==> src/rtl/ar_alloc_ctrl.sv <==
// ar_alloc_ctrl: holds one upstream AR, obtains a UID from the ROB tag map, issues the AR downstream with ARID=UID
// Ports: s_ar* upstream AR slave; m_ar* downstream AR master (m_arid carries the UID);
//        alloc_req/alloc_orig_id/alloc_gnt/alloc_uid allocator alloc interface;
//        busy (not IDLE), stall_cnt (saturating no-grant ALLOC cycles), issued_cnt (wrapping downstream handshakes),
//        alloc_timeout (watchdog flag, only active when AR_ALLOC_WATCHDOG_EN is defined, otherwise tied 0)
module ar_alloc_ctrl #(
  parameter int ID_WIDTH        = 4,
  parameter int UID_W           = 8,
  parameter int ADDR_WIDTH      = 32,
  parameter int LEN_WIDTH       = 8,
  parameter int STALL_CNT_W     = 16,
  parameter int WATCHDOG_CYCLES = 255
) (
  input  logic                   clk,
  input  logic                   rst_n,
  input  logic                   s_arvalid,
  output logic                   s_arready,
  input  logic [ID_WIDTH-1:0]    s_arid,
  input  logic [ADDR_WIDTH-1:0]  s_araddr,
  input  logic [LEN_WIDTH-1:0]   s_arlen,
  output logic                   m_arvalid,
  input  logic                   m_arready,
  output logic [UID_W-1:0]       m_arid,
  output logic [ADDR_WIDTH-1:0]  m_araddr,
  output logic [LEN_WIDTH-1:0]   m_arlen,
  output logic                   alloc_req,
  output logic [ID_WIDTH-1:0]    alloc_orig_id,
  input  logic                   alloc_gnt,
  input  logic [UID_W-1:0]       alloc_uid,
  output logic                   busy,
  output logic [STALL_CNT_W-1:0] stall_cnt,
  output logic [15:0]            issued_cnt,
  output logic                   alloc_timeout
);
  typedef enum logic [1:0] {IDLE, ALLOC, ISSUE} state_t;
  state_t state;
  logic [ID_WIDTH-1:0] id_q;
  if (WATCHDOG_CYCLES < 1) begin : g_bad_wd
    $error("WATCHDOG_CYCLES must be >= 1");
  end
  assign alloc_orig_id = id_q;
  always_ff @(posedge clk) begin
    if (!rst_n) begin
      state      <= IDLE;
      s_arready  <= 1'b1;
      m_arvalid  <= 1'b0;
      alloc_req  <= 1'b0;
      busy       <= 1'b0;
      id_q       <= '0;
      m_araddr   <= '0;
      m_arlen    <= '0;
      m_arid     <= '0;
      stall_cnt  <= '0;
      issued_cnt <= '0;
    end else begin
      case (state)
        IDLE: if (s_arvalid) begin
          state     <= ALLOC;
          s_arready <= 1'b0;
          alloc_req <= 1'b1;
          busy      <= 1'b1;
          id_q      <= s_arid;
          m_araddr  <= s_araddr;
          m_arlen   <= s_arlen;
        end
        ALLOC: if (alloc_gnt) begin
          state     <= ISSUE;
          alloc_req <= 1'b0;
          m_arvalid <= 1'b1;
          m_arid    <= alloc_uid;
        end else if (~&stall_cnt) begin
          stall_cnt <= stall_cnt + 1'b1;
        end
        ISSUE: if (m_arready) begin
          state      <= IDLE;
          m_arvalid  <= 1'b0;
          s_arready  <= 1'b1;
          busy       <= 1'b0;
          issued_cnt <= issued_cnt + 1'b1;
        end
        default: begin
          state     <= IDLE;
          s_arready <= 1'b1;
          m_arvalid <= 1'b0;
          alloc_req <= 1'b0;
          busy      <= 1'b0;
        end
      endcase
    end
  end
`ifdef AR_ALLOC_WATCHDOG_EN
  localparam int WD_W = $clog2(WATCHDOG_CYCLES + 1);
  logic [WD_W-1:0] wd_cnt;
  always_ff @(posedge clk) begin
    if (!rst_n) begin
      wd_cnt        <= '0;
      alloc_timeout <= 1'b0;
    end else if (state == IDLE && s_arvalid) begin
      wd_cnt <= '0;
    end else if (state == ALLOC && !alloc_gnt) begin
      if (wd_cnt != WD_W'(WATCHDOG_CYCLES)) wd_cnt <= wd_cnt + 1'b1;
      if (wd_cnt == WD_W'(WATCHDOG_CYCLES - 1)) alloc_timeout <= 1'b1;
    end
  end
`else
  assign alloc_timeout = 1'b0;
`endif
endmodule
==> config.mk <==
export PLATFORM = sky130hd
export DESIGN_NAME = ar_alloc_ctrl
export DESIGN_NICKNAME = d
export VERILOG_FILES = /design/src/rtl/ar_alloc_ctrl.sv
export SDC_FILE = /design/constraint.sdc
export NUM_CORES = 1
export LEC_CHECK = 0
export CORE_MARGIN = 5
export CORE_UTILIZATION = 48
export CTS_BUF_LIST = sky130_fd_sc_hd__clkbuf_8
export DETAILED_ROUTE_END_ITERATION = 6
export GPL_TIMING_DRIVEN = 0
export PLACE_DENSITY = 0.87
export SYNTH_ARGS = -nofsm -noshare
export SYNTH_HDL_FRONTEND = slang
export SYNTH_SLANG_ARGS = --single-unit
==> constraint.sdc <==
create_clock -name clk -period 4.5 [get_ports clk]
set_input_delay 1.35 -clock clk [delete_from_list [all_inputs] [get_ports clk]]
set_output_delay 1.35 -clock clk [all_outputs]
set_load 0.01 [all_outputs]
## Word-level counts from Yosys, hierarchy flattened

Index checks and enable logic that the tools add are counted.
Widths: inputs -> output; s select.

| storage, ports and cells | value |
|---|---|
| flip-flop bits (word level) | 90 |
| logic and storage cells | 47 |
| output and inout port bits | 89 |

| operators by class | value |
|---|---|
| equal/unequal tests | 5 |
| bitwise operators | 5 |
| reductions and logical operators | 10 |
| mux-type cells | 14 |
| add/subtract/negate cells | 2 |

Operator list:

| cell | number |
|---|---|
| $add 16x1->16 const B | 2 |
| $reduce_and 16->1 | 1 |
| $reduce_and 3->1 | 5 |
| $pmux 1 s3 | 4 |
| $mux 1 | 6 |
| $mux 2 | 3 |
| $ne 2x2->1 const B | 3 |
| $pmux 2 s3 | 1 |
| $reduce_and 2->1 | 3 |
| $not 1->1 | 5 |
| $eq 2x1->1 const B | 1 |
| $eq 2x2->1 const B | 1 |
| $logic_not 2->1 | 1 |

## Longest topological paths before layout

Gate-level depths: netlist of the first run.

| logic depth | value |
|---|---|
| depth in word-level cells | 3 |
| gate-level depth with buffers | 7 |
| depth with buffers taken out | 5 |

## Worst setup path before layout of the first run

OpenSTA, ideal clock, no wires.

| path | value |
|---|---|
| path kind | input to register |
| from | in alloc_gnt |
| to | reg stall_cnt[14] |
| setup time | 0.070 ns |
| data arrival time | 2.843 ns |
| stages on the path | 6 |
| required time | 4.430 ns |
| setup slack | 1.587 ns |
| cells stage by stage | or3b_1 > buf_2 > or3_1 > buf_2 > or4_1 > a21oi_1 |

| on the way | value |
|---|---|
| word-level cells in the longest chain between the ends | 2 |

RTL lines:

| element | RTL line | source |
|---|---|---|
| start, declared | 28 | `input logic alloc_gnt,` |
| $not 1->1 (no source line) | n/a |  |
| $reduce_and 3->1 (no source line) | n/a |  |
| end signal, assigned | 72 | `stall_cnt <= stall_cnt + 1'b1;` |
| end, declared | 31 | `output logic [STALL_CNT_W-1:0] stall_cnt,` |

Every way passes these cells.
A chain may end at the register's enable or synchronous reset.

## Worst setup path after layout of the first run

Ends and elaborated chain as after synthesis.

==> results of run 1 <==
## power groups by stage
stage	clock [mW]	sequential, mW	combinational (mW)
after floorplan	0	0.883	0.0845
after global placement	0	0.867	0.241
after detailed placement	0	0.869	0.246
after CTS	0.591	0.851	0.248
after global routing	0.623	0.856	0.269
final	0.583	0.851	0.246
## cells in the final DEF, fill, tap and decap left out, drive strengths merged
master / netlist / routed
ha: 2 / 2
conb: 1 / 1
nand3: 10 / 10
dfxtp: 90 / 90
nor3: 4 / 4
o311a: 1 / 1
o21ai: 9 / 9
clkinv: 0 / 1
nand4b: 1 / 1
a21oi: 74 / 74
and3: 2 / 2
o41ai: 2 / 2
or4: 10 / 10
bufinv: 0 / 2
inv: 9 / 12
clkinvlp: 0 / 1
nor4: 6 / 6
or3: 9 / 9
or3b: 1 / 1
clkbuf: 23 / 32
o311ai: 1 / 1
o211ai: 1 / 1
nor2: 18 / 18
xnor2: 3 / 3
o31ai: 6 / 6
nand2: 121 / 121
xor2: 5 / 5
buf: 3 / 3
nand2b: 10 / 10
clkdlybuf4s50: 0 / 144
nand3b: 2 / 2
and4b: 1 / 1
nand4: 5 / 5
nor3b: 2 / 2
or2: 3 / 3
a41o: 1 / 1
nor4b: 1 / 1
mux2i: 7 / 7
## cell families after synthesis
kind of cell / Yosys count / share of synthesized area [%]
buffers and inverters: 35 / 3.85
multiplexers: 7 / 1.96
adder cells (fa/ha/maj): 2 / 0.700
AO/OA/AOI/OAI: 95 / 14.4
XOR/XNOR: 8 / 1.96
other: 1 / 0.105
AND/OR/NAND/NOR: 206 / 26.6
flip-flops: 90 / 50.4
## layer usage
layer | GRT usage, % | vias to the layer above | wire length [um]
li1 | - | 1829 | -
met1 | 26.3 | 1715 | 4220
met2 | 38.8 | 143 | 5250
met3 | 4.61 | 21 | 815
met4 | 9.11 | 0 | 272
met5 | 0 | - | 0
## metrics by stage
step / instance area (um^2) / hold WS [ns] / power (mW) / cells
global route: 5350 / 0.478 / 1.75 / 703
detailed placement: 5140 / 0.445 / 1.12 / 687
global placement: 5140 / 0.441 / 1.11 / 687
floorplan: 3570 / 0.481 / 0.968 / 444
finish: 5350 / 0.456 / 1.68 / 703
CTS: 5350 / 0.457 / 1.69 / 703
## layout make-up
class	instances	area (um^2)	area share, %
flip-flops and latches	90	1800	33.7
repair buffers	144	1440	26.9
clock buffers	9	124	2.31
inverters	9	33.8	0.631
clock inverters	7	87.6	1.64
plain buffers	26	104	1.94
well taps	99	124	2.31
multi-input cells	319	1640	30.6
## flip-flops by register name (all words and copies together), names as in the netlist
register / count
alloc_orig_id: 4
stall_cnt: 16
s_arready: 1
m_arlen: 8
alloc_req: 1
busy: 1
m_arid: 8
m_araddr: 32
issued_cnt: 16
m_arvalid: 1
state: 2
## worst max-delay path by stage
stage	from	to
final	alloc_gnt	stall_cnt[14]
after global routing	alloc_gnt	stall_cnt[14]
after CTS	alloc_gnt	stall_cnt[14]
after floorplan	alloc_gnt	stall_cnt[14]
after detailed placement	alloc_gnt	stall_cnt[14]
after global placement	alloc_gnt	stall_cnt[14]
## worst max-delay path: stages
cell	delay (ns)
clkdlybuf4s50_1	0.51
or3b_1	0.40
buf_2	0.18
or3_1	0.30
buf_2	0.17
or4_1	0.47
a21oi_1	0.14
==> reports/qor.yml, run 1 <==
setup.worst_path.end_class: "flip-flop"
critical_path_required_ns: 4.78
synth_seq_cells: 90
cts_setup_buffers: 0
ctsHoldBuffers: 0
wl_per_cell_um: 15.0
cts_resized: 0
via_per_inst: 5.27
yosys.cell_count.top_type: "nand2_1"
grt_pass1_vias: 3425
skew_ns: 0.0117
synthArstFlopShare_pct: 0
worstHoldStart: "m_araddr[26]"
fill_cells: 576
synthTopCellsByArea: "dfxtp_1 50%, nand2_1 13%, a21oi_1 10%"
tns_ns: 0
min_period_ns: 3.25
grt_max_degree: 15
rsz0062_at_grt: "no"
yosys.area.top_type: "dfxtp_1"
post-route-period-util_pct: 72.2
slew_violations: 0
clkPwrFrac_pct: 34.7
critPathLaunchType: "input port"
cts_tree: "yes"
ys.flop_type: "dfxtp_1"
finalHoldViolCount: 0
dp_hpwl_um: 7990
clkLatencyLatePin_ns: 0.35
powerDensity_nw_per_um2: 314
drive_gt1_share_pct: 3.31
synth_top_area_share_pct: 50.4
synth_cells: 444
hp-class: "flip-flop to flip-flop"
synth_area_per_cell_um2: 8.05
port_buffers: 144
grt.total_usage_pct: 22.2
place_ws_ns: 0.915
worst_r2r_path_depth: 6
seqPwrFrac_pct: 50.7
antenna_found_initial: 0
numCtsBuffers: 9
diodes: 0
swShare_pct: 24.4
fin_ws_ns: 1.25
place_congestion: 0.899
fp.dieW_um: 96.3
critPathKind: "input port to flip-flop"
ys_seq_area_share_pct: 50.4
synth_fp_nets: 503
core_area_um2: 7250
hold_end: "m_araddr[26]"
synth_common_cells: "121 x nand2_1, 90 x dfxtp_1, 74 x a21oi_1"
internal_power_mw: 1.27
p_leak_nw: 1.87
r2r_slack_ns: 2.07
drv_cap: 0
irDropWorstVdd_uv: 216
worstMarginPinSlew_ns: 0.777
htreeDepth: 3
utilization_pct: 73.8
die_h_um: 96.3
drt_wl_total_um: 10600
clk_path_buf_depth: 2
synth.cell_area_um2: 3570
clkTransAtPathRegs_ns: 0.08
start_util_pct: 49.3
timing.rr.start: "stall_cnt[0]"
status: "finished clean"
yosysWarnings: 0
drtAntennaViolNets: 0
area_growth_pct: 49.7
ys_types: 36
max_freq_mhz: 308
worstPathMaxFanout: 8
grt_pass1_wl_um: 16200
via_count: 3708
nets: 658
synth_edf_count: 0
die_area_um2: 9270
cts_root_buffer: "clkbuf_8"
row_count: 31
cp.arrival_ns: 3.53
r2r_end: "stall_cnt[5]"
grt_overflow: 0
drtIter0Drc: 140
dr.pass1.iters: 4
drcViolationCount: 0
holdPathStages: 2
relSlewSlack_pct: 47.7
power_frac_comb_pct: 14.6
num_io_pins: 146
switchingPower_uw: 410
clock_sinks: 90
setup_viol: 0
Note: power is estimated with default switching activity, not from simulation.
==> run 2, diff against run 1 <==
Settings changed: CORE_UTILIZATION 48 to 44, PLACE_DENSITY 0.87 to 0.81.
Clock period 4.5 ns to 3.05 ns, I/O delays scaled along.
==> reports/qor.yml, run 2 (synthesis results as in run 1) <==
wl_per_cell_um: 14.9
finalHoldViolCount: 0
grt.total_usage_pct: 20.7
top_usage_layer: "met2"
powerDensity_nw_per_um2: 448
min_period_ns: 2.78
via_per_inst: 5.12
numCtsBuffers: 9
drive_gt1_share_pct: 3.81
row_count: 32
num_io_pins: 146
drtAntennaViolNets: 0
regMostFlops: "m_araddr"
hp-class: "flip-flop to flip-flop"
die_h_um: 100
critPathLaunchType: "input port"
status: "finished clean"
critPathKind: "input port to flip-flop"
drv_cap: 0
antenna_found_initial: 0
clk_path_buf_depth: 2
largest_reg_flops: 32
htreeDepth: 3
worstMarginPinSlew_ns: 0.828
critical_path_required_ns: 3.32
die_area_um2: 10000
core_area_um2: 7810
port_buffers: 144
ctsHoldBuffers: 0
post-route-period-util_pct: 91.2
nets: 658
drtIter0Drc: 119
place_congestion: 0.896
dp.cells: 690
cts_resized: 0
dp_hpwl_um: 8080
globalRouteMet1Util_pct: 24.0
drt_wl_total_um: 10500
start_util_pct: 45.8
clkTransAtPathRegs_ns: 0.09
utilization_pct: 68.3
area_growth_pct: 49.2
relSlewSlack_pct: 44.3
grt_overflow: 0
irDropWorstVdd_uv: 316
diodes: 0
met3_usage_pct: 6.60
fill_cells: 666
timing.hold.ws_ns: 0.456
drcViolationCount: 0
fp.dieW_um: 100
final_cell_mix: "144 x clkdlybuf4s50_1, 121 x nand2_1, 90 x dfxtp_1"
design_area_um2: 5330
p_leak_nw: 1.85
clkLatencyLatePin_ns: 0.35
worst_r2r_path_depth: 6
max_freq_mhz: 360
grt_pass1_vias: 3574
top_regs: "m_araddr (32), issued_cnt (16), stall_cnt (16)"
setup.worst_path.end_class: "flip-flop"
cts_tree: "yes"
via_count: 3617
cts_root_buffer: "clkbuf_8"
rsz0062_at_grt: "no"
worstPathMaxFanout: 8
setup_viol: 0
cts_setup_buffers: 0
holdPathStages: 2
final_cells: 706
placed_area_um2: 5140
grt_use_met2_pct: 35.6
slew_violations: 0
dr.pass1.iters: 4
grt_pass1_wl_um: 16900
skew_ns: 0.0116
clock_sinks: 90
grt_max_degree: 16
cp.arrival_ns: 3.06
layout_commonest_cell: "clkdlybuf4s50_1"
-- run 2: layout make-up --
class / instances / area [um^2] / area share [%]
sequential: 90 / 1800 / 33.8
multi-input combinational: 319 / 1640 / 30.7
timing repair buffer: 144 / 1440 / 27.0
clock buffer: 11 / 151 / 2.84
tap: 102 / 128 / 2.39
buffer: 26 / 104 / 1.95
clock inverter: 5 / 37.5 / 0.704
inverter: 9 / 33.8 / 0.634
-- run 2: stage by stage --
| stage | TNS, ns | worst slack (ns) | power, mW |
|---|---|---|---|
| after floorplan | 0 | 0.572 | 1.43 |
| after CTS | 0 | 0.290 | 2.41 |
| after global placement | -0.0258 | -0.0258 | 1.64 |
| final | 0 | 0.270 | 2.39 |
| after global routing | 0 | 0.193 | 2.50 |
| after detailed placement | -0.0764 | -0.0764 | 1.65 |
-- run 2: report_power, final --
| group | internal [mW] | leakage (nW) | switching [mW] |
|---|---|---|---|
| registers | 1.23 | 0.734 | 0.0290 |
| clock network | 0.344 | 0.0919 | 0.425 |
| logic | 0.192 | 1.02 | 0.171 |
| total | 1.76 | 1.85 | 0.625 |
-- run 2: layer usage --
layer,vias up,routed length [um]
met5,-,0
met4,0,199
met3,13,758
met2,99,5230
met1,1679,4310
li1,1826,-
-- run 2: worst paths after layout --
| check | startpoint | endpoint | slack [ns] |
|---|---|---|---|
| max | alloc_gnt | stall_cnt[14] | 0.27 |
| max reg2reg | stall_cnt[0] | stall_cnt[5] | 0.62 |
| min | m_arlen[1] | m_arlen[1] | 0.46 |
| min reg2reg | m_arlen[1] | m_arlen[1] | 0.46 |
-- run 2: worst max-delay path, cell delays in order --
cell and delay, ns:
clkdlybuf4s50_1 0.47, or3b_1 0.39, buf_2 0.18, or3_1 0.31, buf_2 0.16, or4_1 0.48, a21oi_1 0.15
==> run 3, diff against run 2 <==
Settings changed: HOLD_SLACK_MARGIN from default to 0.05.
==> results of run 3 <==
Same layout as run 2: the final DEF is identical, and so are final timing and power.
